[config.mk]
export PLATFORM = sky130hd
export DESIGN_NAME = uart_tx_fifo_flat
export DESIGN_NICKNAME = d
export VERILOG_FILES = /design/src/rtl/uart_tx_fifo_if.sv /design/src/rtl/uart_tx_fifo.sv /design/src/flat_wrapper.sv
export SDC_FILE = /design/constraint.sdc
export NUM_CORES = 1
export LEC_CHECK = 0
export CORE_ASPECT_RATIO = 1.4
export CORE_MARGIN = 5
export CORE_UTILIZATION = 30
export DETAILED_ROUTE_END_ITERATION = 6
export PLACE_DENSITY = 0.51
export RECOVER_POWER = 50
export SLEW_MARGIN = 20
export SYNTH_ARGS = -nofsm -noshare
export SYNTH_HDL_FRONTEND = slang
export SYNTH_SLANG_ARGS = --single-unit
[constraint.sdc]
create_clock -name clk -period 4.04 [get_ports clk]
set_clock_uncertainty 0.05 [all_clocks]
set_input_delay 0.404 -clock clk [delete_from_list [all_inputs] [get_ports clk]]
set_output_delay 0.404 -clock clk [all_outputs]
set_load 0.02 [all_outputs]
[src/rtl/uart_tx_fifo_if.sv]
// uart_tx_fifo_if -- byte-stream handshake between a producer and the UART
// transmitter FIFO.
//
//   data_in    : byte offered by the producer
//   data_valid : producer offers data_in this cycle
//   data_ready : FIFO can accept a byte this cycle
//
// A byte is transferred on a clk edge where data_valid && data_ready.
// master = producer side, slave = FIFO side.
interface uart_tx_fifo_if;
  logic [7:0] data_in;
  logic       data_valid;
  logic       data_ready;

  modport master (
    output data_in,
    output data_valid,
    input  data_ready
  );

  modport slave (
    input  data_in,
    input  data_valid,
    output data_ready
  );
endinterface

[src/rtl/uart_tx_fifo.sv]
// uart_tx_fifo -- UART transmitter (LSB first, idle-high line) fed by a small
// byte FIFO. Each bit lasts DELAY_FRAMES clocks; back-to-back frames are sent
// without an idle gap.
//
// Optional feature macro: UART_TX_PARITY_EN
//   undefined : 8N1 frame, 10*DELAY_FRAMES clocks
//   defined   : 8E1 frame, an even-parity bit between data and stop,
//               11*DELAY_FRAMES clocks
//
// Ports:
//   clk        : system clock
//   rst        : synchronous reset, active-high; aborts any frame, empties FIFO
//   in_if      : slave side of the byte handshake (data_in/data_valid/data_ready)
//   uart_tx    : serial line, registered
//   busy       : a frame is on the line or the FIFO holds bytes
//   fifo_count : bytes buffered, not counting the byte being shifted out
//
// Parameters:
//   DELAY_FRAMES : clocks per bit, >= 2 (234 = 27 MHz / 115200)
//   FIFO_DEPTH   : FIFO entries, power of two, >= 2
//
// state  | meaning
// IDLE   | line high, waiting for a buffered byte
// START  | start bit (0) on the line
// DATA   | data bit bit_idx_q on the line
// PARITY | even parity of the byte on the line (parity build only)
// STOP   | stop bit (1) on the line
module uart_tx_fifo #(
  parameter int DELAY_FRAMES = 234,
  parameter int FIFO_DEPTH   = 16
) (
  input  logic                          clk,
  input  logic                          rst,
  uart_tx_fifo_if.slave                 in_if,
  output logic                          uart_tx,
  output logic                          busy,
  output logic [$clog2(FIFO_DEPTH):0]   fifo_count
);

  localparam int AW = $clog2(FIFO_DEPTH);
  localparam int CW = AW + 1;
  localparam logic [15:0] BIT_LAST  = 16'(DELAY_FRAMES - 1);
  localparam logic [CW-1:0] DEPTH_C = CW'(FIFO_DEPTH);

  typedef enum logic [2:0] {
    ST_IDLE  = 3'd0,
    ST_START = 3'd1,
    ST_DATA  = 3'd2,
    ST_STOP  = 3'd3
`ifdef UART_TX_PARITY_EN
    , ST_PARITY = 3'd4
`endif
  } state_t;

  // ---------------------------------------------------------------------------
  // FIFO storage and pointers
  // ---------------------------------------------------------------------------
  logic [7:0]    mem_q [FIFO_DEPTH];
  logic [AW-1:0] wr_ptr_q, wr_ptr_d;
  logic [AW-1:0] rd_ptr_q, rd_ptr_d;
  logic [CW-1:0] count_q, count_d;
  logic          push;
  logic          pop;

  assign in_if.data_ready = (count_q < DEPTH_C);
  assign push             = in_if.data_valid && in_if.data_ready;
  assign fifo_count       = count_q;

  // Pointers wrap naturally because FIFO_DEPTH is a power of two; full and
  // empty are told apart by count_q, never by pointer equality.
  always_comb begin
    wr_ptr_d = wr_ptr_q;
    rd_ptr_d = rd_ptr_q;
    count_d  = count_q;
    if (push) begin
      wr_ptr_d = wr_ptr_q + AW'(1);
    end
    if (pop) begin
      rd_ptr_d = rd_ptr_q + AW'(1);
    end
    case ({push, pop})
      2'b10:   count_d = count_q + CW'(1);
      2'b01:   count_d = count_q - CW'(1);
      default: count_d = count_q;
    endcase
  end

  always_ff @(posedge clk) begin
    if (push && !rst) begin
      mem_q[wr_ptr_q] <= in_if.data_in;
    end
  end

  // ---------------------------------------------------------------------------
  // Transmit FSM
  // ---------------------------------------------------------------------------
  state_t      state_q, state_d;
  logic [15:0] bit_cnt_q, bit_cnt_d;
  logic [2:0]  bit_idx_q, bit_idx_d;
  logic [7:0]  byte_q, byte_d;
  logic        tx_q, tx_d;
  logic        bit_done;
  logic        fifo_nonempty;

  assign bit_done      = (bit_cnt_q == BIT_LAST);
  assign fifo_nonempty = (count_q != '0);

  // State register (also holds the FIFO bookkeeping and the line register).
  always_ff @(posedge clk) begin
    if (rst) begin
      state_q   <= ST_IDLE;
      bit_cnt_q <= '0;
      bit_idx_q <= '0;
      byte_q    <= '0;
      tx_q      <= 1'b1;
      wr_ptr_q  <= '0;
      rd_ptr_q  <= '0;
      count_q   <= '0;
    end else begin
      state_q   <= state_d;
      bit_cnt_q <= bit_cnt_d;
      bit_idx_q <= bit_idx_d;
      byte_q    <= byte_d;
      tx_q      <= tx_d;
      wr_ptr_q  <= wr_ptr_d;
      rd_ptr_q  <= rd_ptr_d;
      count_q   <= count_d;
    end
  end

  // Next-state logic. The pop decision looks at count_q (pre-push), so a byte
  // pushed on the same edge is only seen one cycle later.
  always_comb begin
    state_d   = state_q;
    bit_cnt_d = bit_cnt_q;
    bit_idx_d = bit_idx_q;
    byte_d    = byte_q;
    pop       = 1'b0;

    case (state_q)
      ST_IDLE: begin
        if (fifo_nonempty) begin
          pop       = 1'b1;
          byte_d    = mem_q[rd_ptr_q];
          bit_cnt_d = '0;
          state_d   = ST_START;
        end
      end

      ST_START: begin
        if (bit_done) begin
          bit_cnt_d = '0;
          bit_idx_d = '0;
          state_d   = ST_DATA;
        end else begin
          bit_cnt_d = bit_cnt_q + 16'd1;
        end
      end

      ST_DATA: begin
        if (bit_done) begin
          bit_cnt_d = '0;
          if (bit_idx_q == 3'd7) begin
`ifdef UART_TX_PARITY_EN
            state_d = ST_PARITY;
`else
            state_d = ST_STOP;
`endif
          end else begin
            bit_idx_d = bit_idx_q + 3'd1;
          end
        end else begin
          bit_cnt_d = bit_cnt_q + 16'd1;
        end
      end

`ifdef UART_TX_PARITY_EN
      ST_PARITY: begin
        if (bit_done) begin
          bit_cnt_d = '0;
          state_d   = ST_STOP;
        end else begin
          bit_cnt_d = bit_cnt_q + 16'd1;
        end
      end
`endif

      ST_STOP: begin
        if (bit_done) begin
          bit_cnt_d = '0;
          // Chain straight into the next start bit so frames stay contiguous.
          if (fifo_nonempty) begin
            pop     = 1'b1;
            byte_d  = mem_q[rd_ptr_q];
            state_d = ST_START;
          end else begin
            state_d = ST_IDLE;
          end
        end else begin
          bit_cnt_d = bit_cnt_q + 16'd1;
        end
      end

      default: begin
        state_d   = ST_IDLE;
        bit_cnt_d = '0;
        bit_idx_d = '0;
      end
    endcase
  end

  // Output logic. The line level is derived from the next state so that the
  // registered uart_tx changes on the same edge as the state.
  always_comb begin
    tx_d = 1'b1;
    case (state_d)
      ST_IDLE:   tx_d = 1'b1;
      ST_START:  tx_d = 1'b0;
      ST_DATA:   tx_d = byte_d[bit_idx_d];
`ifdef UART_TX_PARITY_EN
      ST_PARITY: tx_d = ^byte_d;
`endif
      ST_STOP:   tx_d = 1'b1;
      default:   tx_d = 1'b1;
    endcase
  end

  assign uart_tx = tx_q;
  assign busy    = (state_q != ST_IDLE) || fifo_nonempty;

endmodule

[src/flat_wrapper.sv]
// flat-port wrapper written by rule: the top's interface ports become plain ports
module uart_tx_fifo_flat 
#(
  parameter int DELAY_FRAMES = 234,
  parameter int FIFO_DEPTH   = 16
)
  (clk, rst, uart_tx, busy, fifo_count, in_if_data_in, in_if_data_valid, in_if_data_ready);
  uart_tx_fifo_if in_if_i ();
  input  logic clk;
  input  logic rst;
  output logic uart_tx;
  output logic busy;
  output logic [$clog2(FIFO_DEPTH):0] fifo_count;
  input wire logic [$bits(in_if_i.data_in)-1:0] in_if_data_in;
  input wire logic [$bits(in_if_i.data_valid)-1:0] in_if_data_valid;
  output wire logic [$bits(in_if_i.data_ready)-1:0] in_if_data_ready;
  assign in_if_i.data_in = in_if_data_in;
  assign in_if_i.data_valid = in_if_data_valid;
  assign in_if_data_ready = in_if_i.data_ready;
  uart_tx_fifo #(.DELAY_FRAMES(DELAY_FRAMES), .FIFO_DEPTH(FIFO_DEPTH)) u_core (.clk(clk), .rst(rst), .in_if(in_if_i), .uart_tx(uart_tx), .busy(busy), .fifo_count(fifo_count));
endmodule
* Yosys cells after proc, flatten, opt, wreduce, memory -nomap -nowiden
Memories as Yosys holds them, arrays and structs flattened. A register that Yosys moved wholly into a read port is not among the register bits. Cells that the tools add are included.
Cells by class: order comparisons 2, $add $sub $neg 6, reductions and logical operators 10, equality and inequality tests 10, mux-type cells 28
Operators with widths (count):
- $mux W16 | 2
- $pmux W16 S2 | 1
- $mux W3 | 8
- $add A16 B1 Y16 const B | 1
- $eq A16 B8 Y1 const B | 1
- $mux W8 | 2
- $pmux W8 S2 | 1
- $pmux W3 S4 | 1
- $pmux W5 S2 | 1
- $eq A3 B2 Y1 const B | 3
- $pmux W3 S3 | 1
- $add A4 B1 Y4 const B | 2
- $mux W4 | 2
- $eq A3 B1 Y1 const B | 2
- $mux W1 | 6
- $add A5 B1 Y5 const B | 1
- $lt A5 B5 Y1 const B | 1
- $reduce_bool A5 Y1 | 1
- $sub A5 B1 Y5 const B | 1
- $lt A3 B4 Y1 const B | 1
- $pmux W1 S2 | 2
- $add A3 B1 Y3 const B | 1
- $bmux W1 S3 | 1
- $eq A3 B3 Y1 const B | 1
- 11 further kinds | 12
Storage, ports and cells: memories 1, logic and storage cells 65, output and inout port bits 8, RAM bits 128, register bits after elaboration 44, input bits 11
Memory list:
- u_core.mem_q | depth 16, width 8, rd ports 1, clocked after memory_dff 1, write ports 1, RTL line uart_tx_fifo.sv:58 | logic [7:0] mem_q [FIFO_DEPTH];

* Logic depth before layout (Yosys ltp)
word-level depth 7, gate-level depth with buffers 16, mapped depth without buffers 15

* Worst setup path after synthesis
No wires, ideal clock.
path kind flip-flop to flip-flop, start register u_core.count_q[1], in the netlist u_core.fifo_count[1], end register u_core.count_q[4], in the netlist u_core.fifo_count[4], library setup time 0.071 ns, data required time 3.919 ns, stages on the path, launching flop included 16, arrival time 3.093 ns, slack 0.827 ns, clock period less this slack 3.213 ns, buffers on the path 2, path through dfxtp_1 -> buf_2 -> nor4_4 -> a211oi_1 -> a31oi_4 -> inv_4 -> ha_1 -> clkbuf_1 -> xor2_1 -> ha_1 -> o21ai_0 -> nand2b_1 -> a31oi_1 -> xor2_1 -> or3_1 -> a21oi_1
On the way: cells in the longest elaborated chain, start to end 6, elaborated cells on any way between the ends 12, classes of those cells 2 x add/sub; 1 x order compare; 2 x eq/ne; 4 x mux; 3 x reduce/logical
Ends and longest elaborated chain:
- start, declared | RTL line uart_tx_fifo.sv:61 | logic [CW-1:0] count_q, count_d;
- start signal, assigned | RTL line uart_tx_fifo.sv:127 | count_q <= count_d;
- $reduce_bool A5 Y1 (*) | RTL line uart_tx_fifo.sv:106 | assign fifo_nonempty = (count_q != '0);
- $mux W1 (*) | RTL line uart_tx_fifo.sv:142, uart_tx_fifo.sv:192
- $mux W1 | RTL line uart_tx_fifo.sv:189 | if (bit_done) begin
- $pmux W1 S2 (*) | RTL line uart_tx_fifo.sv:140 | case (state_q)
- via u_core.pop | RTL line uart_tx_fifo.sv:63 | logic pop;
- $eq A2 B1 Y1 / $eq A2 B2 Y1 (equally long branches) | RTL line uart_tx_fifo.sv:81 | case ({push, pop})
- $pmux W5 S2 / $reduce_bool A2 Y1 (equally long branches)
The timed path passes the listed nets; every way through them passes the cells marked *. A chain may end at the register's enable or synchronous reset.

* Final worst setup path
Ends and elaborated chain as after synthesis.

==> qor.csv <==
metric,value,unit
"Hold Vio Cnt, Final",0,
Die Span Y,196,µm
"Hold-fix buffers, CTS",0,
drt pass-1 iters,5,
synth top area cells,"edfxtp_1 (52%), dfxtp_1 (13%), mux4_2 (10%)",
initial core utilization,0.303,
Post-Synthesis Cells,514,
synth warn,0,
Overall Power,4.50,mW
"Cell Area, Synth",0.00744,mm²
first-pass GRT wire length,24000,µm
peak supply drop,278,µV
vias,4213,
DP Worst Slack,722,ps
Buffers on Ports,18,
startpoint types,register,
post-route ant nets,0,
Worst setup EP type,register,
final wirelength,15200,µm
core area,0.0246,mm²
PD cells,531,mW/mm²
fmax,285,MHz
Syn Area/Cell,14.5,µm²
relative slew slack,0.0928,
actual slew at the worst max-slew pin,1360,ps
DR WL/cell,17.6,µm
Post-synth top cells,"edfxtp_1 (128), nor2_1 (70), dfxtp_1 (48), mux4_2 (34), nand2_1 (28)",
Mapped Nets,536,
vias in the first global route,4380,
clock sinks,176,
DP HPWL,10600,µm
root buf cell,clkbuf_16,
"Top FF cell, synth",edfxtp_1,
outcome,finished clean,
min cycle time layout,3500,ps
Yosys cell types,55,
asr flop ratio synth,0,
crit share post-route,0.867,
io pins,19,
initial antenna violation count,0,
H-tree Lvls,4,
row count,68,
die width,143,µm
PostCTS Resize Cnt,0,
"Net count, final",557,
1st-iter DRT viols,320,
"Slew Viols, Final",0,
max-cap violation count,0,
Yosys top cell area share,0.517,
TritonCTS buffer count,17,
die area,0.0281,mm²
"setup slack, reg-to-reg",540,ps
leak pwr,2.63,nW
clk slew on worst S/H paths,60,ps
Post-synth EDFFs,128,
unrepaired setup endpoints after global routing,false,
setup TNS,0,ps
P&R area growth vs syn,13.9,%
Worst-Skew Late Latency,420,ps
CP Class,reg -> reg,
register area share after synthesis,0.646,
CP required,4320,ps
# setup viols final,0,
CTS tree,done,
DR vias/cell,4.88,
largest net degree at the start of global routing,33,
total grt overflow,0,
maximum buffer depth of the clock tree,2,
Synth area leader,edfxtp_1,
Max Fanout on Critical Path,10,
Final Instance Count excl. Fillers,863,
post-placement cell count,830,
synthesized flop and latch total,176,
min setup slack post-route,536,ps
RD Place Congestion,0.832,
gr usage total,0.112,
most numerous cell in the Yosys netlist,edfxtp_1,
# diodes,0,
Post-CTS Setup Inserts,0,
arrival time at the worst endpoint,3780,ps
share of post-route cells with drive strength above 1,0.146,
# DRC,0,
Worst Hold Class,reg -> reg,
## power breakdown
group	internal, mW	leakage [nW]	switching (mW)
logic	0.396	0.829	0.492
clock network	0.799	0.257	0.692
registers	2.03	1.54	0.0969
## cell families (layout without fill, tap and decap cells)
| group | count (synthesis) | in the layout | synth area share |
|---|---|---|---|
| flops | 176 | 176 | 0.646 |
| simple gates | 168 | 168 | 0.114 |
| compound gates | 63 | 63 | 0.0617 |
| mux | 40 | 40 | 0.111 |
| buf+inv | 32 | 66 | 0.0212 |
| xor+xnor | 23 | 23 | 0.0271 |
| fa+ha+maj | 11 | 11 | 0.0185 |
| other cells | 1 | 1 | 0.000504 |
## layout by cell type (no fill, tap or decap), types with 6 or more instances in the layout
cell type      instances
edfxtp_1             128
nand4_1               10
nor3_1                 8
nor2_1                70
inv_1                  9
or3_1                  7
nor2b_1                6
nand2_1               28
nand3_1               17
mux2i_1                6
clkbuf_16             17
dfxtp_1               47
o21ai_0               14
a21oi_1               15
a22oi_1                6
ha_1                  11
dlygate4sd3_1         16
mux4_2                34
xor2_1                14
xnor2_1                9
## critical path: stages (launching register included)
cell,delay [ps]
dfxtp_1,410
nor4_4,480
a2111oi_4,180
a31oi_1,410
inv_4,150
ha_1,360
xor2_1,190
ha_1,230
o21ai_0,150
nand2b_1,70
a31oi_1,190
xor2_1,90
or3_1,320
a21oi_1,140
## final timing paths
| check | start | to | cells after the start |
|---|---|---|---|
| max | u_core.fifo_count[1] | u_core.fifo_count[4] | 13 |
| min | u_core.byte_q[2] | u_core.byte_q[2] | 2 |
| max reg2reg | u_core.fifo_count[1] | u_core.fifo_count[4] | 13 |
| min reg2reg | u_core.byte_q[2] | u_core.byte_q[2] | 2 |
## metal layers
metal	routed length (µm)	part of all wire	vias up	GRT usage
met1	6180	0.41	2110	0.130
met5	0	0	-	0
met2	8300	0.55	92	0.203
met4	190	0.013	0	0.0331
li1	-	-	1998	-
met3	503	0.033	13	0.0251
## cell type report
class,count,area (µm²)
Fill cell,2337,16100
Multi-Input combinational cell,306,2460
Clock buffer,19,433
Timing Repair Buffer,24,230
Clock inverter,13,106
Inverter,10,40.0
Sequential cell,176,4810
Tap cell,315,394
## through the flow
step / hold WS (ps) / area (µm²) / utilization
finish: 457 / 8470 / 0.345
global route: 495 / 8470 / 0.345
CTS: 459 / 8490 / 0.345
detailed placement: 441 / 7950 / 0.323
global placement: 431 / 7950 / 0.323
floorplan: 406 / 7440 / -
## registers in the layout (all words and copies together), names as in the netlist, named ones only
name and flops:
u_core.byte_q 8, u_core.bit_cnt_q 16, u_core.fifo_count 5, u_core.bit_idx_q 3, u_core.wr_ptr_q 4, u_core.rd_ptr_q 4
u_core.state_q 3, u_core.uart_tx 1, u_core.mem_q 128
(Power assumes the default switching activity.)
